## config.mk

```make
export PLATFORM = sky130hd
export DESIGN_NAME = c1541_lba_sched
export DESIGN_NICKNAME = d
export VERILOG_FILES = /design/src/rtl/c1541_pkg.sv /design/src/rtl/c1541_ack_sync.sv /design/src/rtl/c1541_lba_sched.sv
export SDC_FILE = /design/constraint.sdc
export NUM_CORES = 1
export LEC_CHECK = 0
export BUFFER_PORTS_ARGS = -buffer_cell sky130_fd_sc_hd__clkbuf_2
export CORE_AREA = 2 2 72 74
export CTS_CLUSTER_DIAMETER = 120
export DETAILED_ROUTE_END_ITERATION = 16
export DIE_AREA = 0 0 74 76
export GPL_ROUTABILITY_DRIVEN = 0
export PLACE_DENSITY_LB_ADDON = 0.05
export SYNTH_ARGS = -nofsm -noshare
export SYNTH_HDL_FRONTEND = slang
export SYNTH_HIERARCHICAL = 1
export SYNTH_SLANG_ARGS = --single-unit
```

## constraint.sdc

```tcl
create_clock -name clk -period 6.7 [get_ports clk]
set_clock_uncertainty 0.2 [all_clocks]
set_input_delay 0.335 -clock clk [delete_from_list [all_inputs] [get_ports clk]]
set_output_delay 0.335 -clock clk [all_outputs]
set_load 0.01 [all_outputs]
```

## src/rtl/c1541_pkg.sv

```systemverilog
// Shared constants and enumerations for the 1541 sector transfer scheduler.
package c1541_pkg;

   localparam int LBA_PER_TRACK = 16;
   localparam int SEC_W         = 4;
   localparam int HT_W          = 7;
   localparam int META_LBAS     = 2;

   localparam logic [HT_W-1:0] META_TRACK       = 7'd84;
   localparam logic [HT_W-1:0] RESET_HALF_TRACK = 7'd36;

   typedef enum logic [1:0] {
      ST_IDLE,
      ST_REQ,
      ST_XFER,
      ST_NEXT
   } sched_state_t;

   typedef enum logic [1:0] {
      OP_WB,
      OP_LOAD,
      OP_META
   } sched_op_t;

endpackage

```

## src/rtl/c1541_ack_sync.sv

```systemverilog
// Brings the host acknowledge into clk: two flops, and the output only follows
// once both stages agree, so a single-cycle glitch never reaches the FSM.
module c1541_ack_sync (
   input  logic clk,
   input  logic reset_n,
   input  logic async_in,
   output logic sync_out
);

   logic s1_reg;
   logic s2_reg;
   logic out_reg;

   always_ff @(posedge clk or negedge reset_n) begin
      if (!reset_n) begin
         s1_reg  <= 1'b0;
         s2_reg  <= 1'b0;
         out_reg <= 1'b0;
      end else begin
         s1_reg <= async_in;
         s2_reg <= s1_reg;
         if (s1_reg == s2_reg)
            out_reg <= s2_reg;
      end
   end

   assign sync_out = out_reg;

endmodule

```

## src/rtl/c1541_lba_sched.sv

```systemverilog
// Sequences dirty-sector writebacks, track loads and metadata loads onto the
// single host sector port, and owns the resident half-track and buffer window.
module c1541_lba_sched
   import c1541_pkg::*;
(
   input  logic              clk,
   input  logic              reset_n,
   input  logic              dirty_set,
   input  logic [SEC_W-1:0]  dirty_lba,
   input  logic              load_req,
   input  logic [HT_W-1:0]   load_half_track,
   input  logic [SEC_W-1:0]  load_start_lba,
   input  logic              meta_req,
   input  logic              abort,
   input  logic              sd_ack,
   output logic              sd_rd,
   output logic              sd_wr,
   output logic [31:0]       sd_lba,
   output logic [SEC_W-1:0]  buff_base,
   output logic              meta_sel,
   output logic [HT_W-1:0]   cur_half_track,
   output logic              busy,
   output logic              load_done,
   output logic              wb_pending
);

   sched_state_t state_reg, state_next;
   sched_op_t    op_reg;

   logic [HT_W-1:0]          cur_half_track_reg;
   logic [SEC_W-1:0]         buff_base_reg;
   logic [SEC_W-1:0]         sec_cnt_reg;
   logic [LBA_PER_TRACK-1:0] dirty_reg;
   logic                     meta_pend_reg;
   logic                     load_done_reg;

   logic             ack;
   logic             dirty_any;
   logic [SEC_W-1:0] low_idx;
   logic             dirty_block;
   logic             take_meta, take_wb, take_load, step, finish_load;

   c1541_ack_sync u_ack_sync (
      .clk      (clk),
      .reset_n  (reset_n),
      .async_in (sd_ack),
      .sync_out (ack)
   );

   assign dirty_any = |dirty_reg;

   // Scan from the top so the lowest set bit is the last one written.
   always_comb begin
      low_idx = '0;
      for (int i = LBA_PER_TRACK - 1; i >= 0; i--) begin
         if (dirty_reg[i])
            low_idx = SEC_W'(i);
      end
   end

   always_ff @(posedge clk or negedge reset_n) begin
      if (!reset_n)
         state_reg <= ST_IDLE;
      else
         state_reg <= state_next;
   end

   always_comb begin
      state_next  = state_reg;
      take_meta   = 1'b0;
      take_wb     = 1'b0;
      take_load   = 1'b0;
      step        = 1'b0;
      finish_load = 1'b0;
      case (state_reg)
         ST_IDLE: begin
            if (meta_pend_reg)
               take_meta = 1'b1;
            else if (dirty_any)
               take_wb = 1'b1;
            else if (load_req)
               take_load = 1'b1;
            if (take_meta || take_wb || take_load)
               state_next = ST_REQ;
         end
         ST_REQ: begin
            if (ack)
               state_next = ST_XFER;
         end
         ST_XFER: begin
            if (!ack)
               state_next = ST_NEXT;
         end
         ST_NEXT: begin
            state_next = ST_IDLE;
            if (meta_pend_reg) begin
               take_meta = 1'b1;
            end else begin
               case (op_reg)
                  OP_WB: begin
                     if (dirty_any)
                        take_wb = 1'b1;
                  end
                  OP_LOAD: begin
                     if (!abort) begin
                        if (sec_cnt_reg == SEC_W'(LBA_PER_TRACK - 1))
                           finish_load = 1'b1;
                        else
                           step = 1'b1;
                     end
                  end
                  OP_META: begin
                     if (sec_cnt_reg != SEC_W'(META_LBAS - 1))
                        step = 1'b1;
                  end
                  default: ;
               endcase
            end
            if (take_meta || take_wb || step)
               state_next = ST_REQ;
         end
         default: state_next = ST_IDLE;
      endcase
   end

   always_comb begin
      sd_rd = 1'b0;
      sd_wr = 1'b0;
      busy  = (state_reg != ST_IDLE);
      if (state_reg == ST_REQ) begin
         if (op_reg == OP_WB)
            sd_wr = 1'b1;
         else
            sd_rd = 1'b1;
      end
   end

   always_ff @(posedge clk or negedge reset_n) begin
      if (!reset_n) begin
         op_reg             <= OP_LOAD;
         cur_half_track_reg <= RESET_HALF_TRACK;
         buff_base_reg      <= '0;
         sec_cnt_reg        <= '0;
         meta_pend_reg      <= 1'b0;
         load_done_reg      <= 1'b0;
      end else begin
         load_done_reg <= finish_load;
         meta_pend_reg <= meta_req | (meta_pend_reg & ~take_meta);
         if (take_meta) begin
            op_reg             <= OP_META;
            cur_half_track_reg <= META_TRACK;
            buff_base_reg      <= '0;
            sec_cnt_reg        <= '0;
         end else if (take_wb) begin
            op_reg        <= OP_WB;
            buff_base_reg <= low_idx;
         end else if (take_load) begin
            op_reg             <= OP_LOAD;
            cur_half_track_reg <= load_half_track;
            buff_base_reg      <= load_start_lba;
            sec_cnt_reg        <= '0;
         end else if (step) begin
            buff_base_reg <= buff_base_reg + 1'b1;
            sec_cnt_reg   <= sec_cnt_reg + 1'b1;
         end
      end
   end

   // Marks against the metadata image are meaningless, so they are dropped.
   assign dirty_block = meta_sel && ((state_reg == ST_IDLE) || (op_reg == OP_META));

   generate
      for (genvar gi = 0; gi < LBA_PER_TRACK; gi++) begin : g_dirty
         logic set_hit;
         logic clr_hit;
         assign set_hit = dirty_set && !dirty_block && (dirty_lba == SEC_W'(gi));
         assign clr_hit = take_wb && (low_idx == SEC_W'(gi));
         always_ff @(posedge clk or negedge reset_n) begin
            if (!reset_n)
               dirty_reg[gi] <= 1'b0;
            else if (take_meta)
               dirty_reg[gi] <= 1'b0;
            else if (set_hit)
               dirty_reg[gi] <= 1'b1;
            else if (clr_hit)
               dirty_reg[gi] <= 1'b0;
         end
      end
   endgenerate

   assign cur_half_track = cur_half_track_reg;
   assign buff_base      = buff_base_reg;
   assign meta_sel       = (cur_half_track_reg == META_TRACK);
   assign sd_lba         = {21'b0, cur_half_track_reg, buff_base_reg};
   assign load_done      = load_done_reg;
   assign wb_pending     = dirty_any;

endmodule

```

* After elaboration in Yosys (flattened, before gate mapping)
Index checks and enable logic that the tools add are counted.
Word-level totals: flip-flop bits (word level) 40, output and inout port bits 49
Operators by class: add/sub/neg operators 2, equal/unequal tests 43, mux-type cells 115, bitwise gates (word level) 3, reduce and logical (&&, ||, !) cells 69
Operator list (number):
- $mux 4 | 24
- $mux 1 | 78
- $eq 4x4->1 const B | 17
- $reduce_bool 3->1 | 18
- $logic_and 1x1->1 | 34
- $eq 4x3->1 const B | 8
- $mux 7 | 3
- $eq 4x2->1 const B | 4
- $reduce_or 16->1 | 1
- $mux 2 | 6
- $add 4x1->4 const B | 2
- $eq 4x1->1 const B | 2
- $logic_not 4->1 | 2
- $pmux 2 s4 | 1
- $eq 7x7->1 const B | 1
- $eq 2x2->1 const B | 3
- $ne 2x2->1 const B | 3
- $pmux 1 s2 | 3
- $logic_or 1x1->1 | 5
- $eq 2x1->1 const B | 2
- $logic_not 2->1 | 2
- $ne 4x1->1 const B | 1
- $reduce_and 2->1 | 2
- $reduce_bool 2->1 | 2
- other kinds (8) | 8

* Logic depth before layout (Yosys ltp)
depth after elaboration 21, depth in mapped cells 8, depth with buffers taken out 7

* Modules after synthesis
The synthesis kept the hierarchy.
Modules (own cells, without submodules):
- c1541_lba_sched | instances 1, cells each 302, area an instance 2577.5 µm², sequential area each 929.6 µm²
- c1541_ack_sync | instances 1, cells each 4, area an instance 86.3 µm², sequential area each 75.1 µm²

* Worst setup path before layout
No wires, ideal clock.
path kind flip-flop to flip-flop, start reg dirty_reg[5], end reg sec_cnt_reg[1], library setup time 0.125 ns, data arrival time 2.058 ns, required time 6.375 ns, slack 4.317 ns, stages on the path, launching flop included 9, buffers on the path 2, clock period less this slack 2.383 ns, cell sequence dfrtp_1 > or4_4 > nor4_4 > inv_2 > or2_0 > clkbuf_2 > buf_6 > nand4_1 > o22ai_1
On the way: cells in the longest elaborated chain, start to end 8, elaborated cells between the ends (all ways) 18, classes of those cells eq/ne: 1; mux: 14; reduce/logical: 3
RTL lines:
- from (decl) | RTL line c1541_lba_sched.sv:33 | logic [LBA_PER_TRACK-1:0] dirty_reg;
- from (signal, indexed assignment) | RTL line c1541_lba_sched.sv:180 | dirty_reg[gi] <= 1'b0;
- from (signal, indexed assignment) | RTL line c1541_lba_sched.sv:182 | dirty_reg[gi] <= 1'b0;
- from (signal, indexed assignment) | RTL line c1541_lba_sched.sv:184 | dirty_reg[gi] <= 1'b1;
- $reduce_or 16->1 (*) | RTL line c1541_lba_sched.sv:50 | assign dirty_any = |dirty_reg;
- via wb_pending | RTL line c1541_lba_sched.sv:24 | output logic wb_pending
- $mux 1, on equally long branches | RTL line c1541_lba_sched.sv:79, c1541_lba_sched.sv:101
- $mux 1, on equally long branches | RTL line c1541_lba_sched.sv:99, c1541_lba_sched.sv:77
- $mux 1, on equally long branches | RTL line c1541_lba_sched.sv:96, c1541_lba_sched.sv:75
- $mux 1 | RTL line c1541_lba_sched.sv:75 | case (state_reg)
- $pmux 1 s2 / $mux 4 (equally long branches) | RTL line c1541_lba_sched.sv:75, c1541_lba_sched.sv:157
- $ne 2x2->1 (no source line) / $mux 4 (equally long branches)
- $reduce_and 2->1 (no source line) / $mux 4 (equally long branches)
- to (signal assigned) | RTL line c1541_lba_sched.sv:164 | sec_cnt_reg <= sec_cnt_reg + 1'b1;
- to (decl) | RTL line c1541_lba_sched.sv:32 | logic [SEC_W-1:0] sec_cnt_reg;
Mark *: on every way through the listed nets, which the timed path passes. The rest lies on a longest branch. The select of a mux whose other input is x is not followed. A chain may end at the register's enable or synchronous reset.

* Worst setup path after layout
start reg state_reg[1], end reg buff_base_reg[3], in the netlist buff_base[3]
On the way: cells in the longest elaborated chain, start to end 5, elaborated cells between the ends (all ways) 10, classes of those cells eq/ne: 1; mux: 7; reduce/logical: 2
RTL lines:
- from (decl) | RTL line c1541_lba_sched.sv:27 | sched_state_t state_reg, state_next;
- from (signal assigned) | RTL line c1541_lba_sched.sv:65 | state_reg <= state_next;
- $logic_not 2->1 | RTL line c1541_lba_sched.sv:75
- $mux 1 | RTL line c1541_lba_sched.sv:75
- $mux 4 | RTL line c1541_lba_sched.sv:157 | end else if (take_load) begin
- $mux 4 | RTL line c1541_lba_sched.sv:154 | end else if (take_wb) begin
- $mux 4 | RTL line c1541_lba_sched.sv:149 | if (take_meta) begin
- to (signal assigned) | RTL line c1541_lba_sched.sv:156 | buff_base_reg <= low_idx;
- to (signal assigned) | RTL line c1541_lba_sched.sv:160 | buff_base_reg <= load_start_lba;
- to (signal assigned) | RTL line c1541_lba_sched.sv:163 | buff_base_reg <= buff_base_reg + 1'b1;
- to (decl) | RTL line c1541_lba_sched.sv:31 | logic [SEC_W-1:0] buff_base_reg;
Parallel ways exist; a longest one is shown, timed or not.

==> reports/results.tsv <==
metric	value	unit
clkSinkCount	40	
slew_viol_final	0	
io_pins	71	
placed_cells	404	
ctsRootBufferMaster	sky130_fd_sc_hd__clkbuf_8	
cpMaxStageDelayCell	sky130_fd_sc_hd__nand2b_1	
post_cts_buffers	0	
async_flop_share	100	%
crit_chain	inv_1, ha_1, nand2b_1, o21ai_0, o21bai_1, a211oi_2	
post_dp_cell_area	2790	um^2
netlist_top_cells_count	37 x sky130_fd_sc_hd__dfrtp_1, 32 x sky130_fd_sc_hd__buf_4, 31 x sky130_fd_sc_hd__nand2_1, 31 x sky130_fd_sc_hd__nor2_1, 16 x sky130_fd_sc_hd__o21ai_0	
maximum_level_of_the_cts_h_tree	2	
detail_route.vias_per_cell	5.50	
crit_cells	6	
critical_path_required	6.71	ns
fin_nets	376	
grt_first_pass_wirelength	10300	um
cts_tree	done	
worst_ir_drop_vdd	0.000276	V
first_global_vias	2155	
p_per_area	467	nW/um^2
worst-slew-pin-transition	1.03	ns
hold_slack	0.000537	ns
ys_dominant_reg_cell	sky130_fd_sc_hd__dfrtp_1	
place_hpwl	4810	um
initial_utilization	54.2	%
timing.critical_path.arrival	2.74	ns
maxClockFrequency	0.366	GHz
post_synth_num_cell_types	60	
timing.setup.tns	0	ns
cap_violations	0	
rsz0062_at_grt	false	
yosysSeqAreaShare	37.7	%
synth_top_cells_by_area	sky130_fd_sc_hd__dfrtp_1 35%, sky130_fd_sc_hd__buf_4 9.0%, sky130_fd_sc_hd__ha_1 5.2%, sky130_fd_sc_hd__nand2_1 4.4%, sky130_fd_sc_hd__nor2_1 4.4%	
cp_top_family	compound AO/OA/AOI/OAI gates	
leakagePower	1.37	nW
max_slew_margin	31.1	%
synth_most_common_cell	sky130_fd_sc_hd__dfrtp_1	
die_y	76	um
detailedRoute.firstPassIterationCount	5	
yosys.area.top_type	sky130_fd_sc_hd__dfrtp_1	
worst_setup_hold_path_clk_slew	0.08	ns
timing.critical_path.fanout_max	18	
initial_antenna_violation_count	0	
startpoint_type	register	
avgSynthCellArea	8.71	um^2
finalInstanceArea	2910	um^2
detail_route.wl_per_cell	15.3	um
tritoncts.num_buffers	5	
synth-edff-count	0	
overflow	0	
synth.ff_latch_count	40	
crit-reg2reg-launch	state_reg[1]	
yosys_warnings	6	
synth.top_cell.area_share	34.8	%
std_cell_rows	26	
remaining_drc_errors	0	
cts.path.max_buffers	2	
syn-instance-count	306	
layout-area-overhead-vs-synth	9.07	%
detail-route-antenna-nets	0	
post-route-period-util	40.7	%
num_antenna_cells	0	
largest_register_ffs	16	
pin_count_of_the_biggest_net_entering_global_routing	41	
hold_depth	3	
max_stage_delay	0.60	ns
reg2reg_depth	6	
timing.setup.critical_path_class	register to register	
detailedRoute.firstIterationViolations	115	
hp-start	load_half_track[2]	
grt.total_usage	23.6	%
core_area	4910	um^2
min_delay_worst_type	input pin to register	
port_buffer_cells	49	
post_synthesis_instance_area	2660	um^2
clock_latency	0.30	ns
fin_cells	414	
fraction_of_final_layout_cells_sized_beyond_drive_strength_1	21.8	%
detail_route.wirelength	6340	um
outcome	completed	
timing.critical_path.from	state_reg[1]	
finalHoldViolations	0	
min_period	2.73	ns
final-setup-viol-count	0	
worst_path_bufs_invs	1	
fp.dieArea	5620	um^2
num_vias	2278	
crit_path_end_kind	register	
die_w	74	um
cell usage in the layout (no fill, tap or decap), types with 3 or more instances in the layout:
cell | synthesis | final
sky130_fd_sc_hd__clkbuf_8 | 0 | 6
sky130_fd_sc_hd__o32ai_1 | 3 | 3
sky130_fd_sc_hd__clkbuf_2 | 1 | 49
sky130_fd_sc_hd__nor3_1 | 7 | 7
sky130_fd_sc_hd__dfrtp_1 | 37 | 37
sky130_fd_sc_hd__a31oi_1 | 5 | 5
sky130_fd_sc_hd__o21ai_0 | 16 | 16
sky130_fd_sc_hd__nor2b_1 | 9 | 9
sky130_fd_sc_hd__or4_4 | 3 | 3
sky130_fd_sc_hd__and2_1 | 5 | 5
sky130_fd_sc_hd__nand2_1 | 31 | 31
sky130_fd_sc_hd__a32oi_1 | 4 | 4
sky130_fd_sc_hd__nand4_1 | 4 | 4
sky130_fd_sc_hd__a211oi_1 | 3 | 3
sky130_fd_sc_hd__a311oi_1 | 3 | 3
sky130_fd_sc_hd__ha_1 | 11 | 11
sky130_fd_sc_hd__conb_1 | 1 | 21
sky130_fd_sc_hd__nand2b_1 | 5 | 5
sky130_fd_sc_hd__a21oi_1 | 12 | 12
sky130_fd_sc_hd__nand3_1 | 10 | 10
sky130_fd_sc_hd__dfstp_2 | 3 | 3
sky130_fd_sc_hd__o22ai_1 | 6 | 6
sky130_fd_sc_hd__nor2_1 | 31 | 31
sky130_fd_sc_hd__inv_1 | 11 | 11
report_power, final:
part	leakage (nW)	internal, mW	switching, mW
Combinational	0.804	0.300	0.517
Sequential	0.514	0.305	0.0666
Clock	0.0510	0.0822	0.0868
stage by stage:
step / worst slack (ns) / util [%] / power, mW
6_report: 3.97 / 59.1 / 1.36
3_3_place_gp: 4.06 / 56.9 / 1.18
4_1_cts: 3.98 / 59.1 / 1.36
5_1_grt: 3.82 / 59.1 / 1.47
3_5_place_dp: 4.01 / 56.9 / 1.19
2_1_floorplan: 4.32 / - / 0.983
per-layer routing:
layer  share of wire [%]  routed length [um]  GRT usage (%)  up-vias
met1                  45                2850           33.3     1072
met3                 6.2                 391           4.23       10
met5                   0                   0              0        -
met2                  47                2990           36.2       84
met4                 1.6                 104           8.36        0
li1                    -                   -              -     1112
final cells by class:
cell class / count / area [um^2]
fill: 431 / 2010
clock buffer: 6 / 82.6
inverter: 12 / 45.0
tap: 70 / 87.6
timing repair buffer: 52 / 273
multi-input combinational: 232 / 1400
clock inverter: 2 / 10.0
sequential: 40 / 1000
timing repair:
item / 4_1_cts / 5_1_grt
hold buffers: 2 / 0
gates resized for setup: 0 / 0
endpoints found under the hold margin: 2 / 0
worst paths after layout:
| check | to | slack (ns) |
|---|---|---|
| worst max-delay path | buff_base[3] | 3.97 |
| worst min-delay path | cur_half_track[2] | 0.0005 |
| worst max register to register | buff_base[3] | 3.97 |
| worst min register to register | u_ack_sync/s2_reg | 0.19 |
| max in group asynchronous | buff_base[3] | 5.66 |
| min in group asynchronous | u_ack_sync/s2_reg | 0.01 |
tightest hold or removal path, stage by stage:
cell and delay, ns:
sky130_fd_sc_hd__clkbuf_2 0.08, sky130_fd_sc_hd__nand2_1 0.05, sky130_fd_sc_hd__nand2_1 0.04
kinds of logic (layout without fill, tap and decap cells):
logic type,count (synthesis),in the layout,synth area share (%)
AOI/OAI and AO/OA,73,73,18.8
xor gates and xnor gates,2,2,0.658
adders and majority gates,12,12,5.59
buffers and inverters,54,72,12.4
DFF,40,40,37.7
muxes,2,2,0.752
other,1,21,0.141
and+or+nand+nor,122,122,23.9
Power figures use the tool's default switching activity.
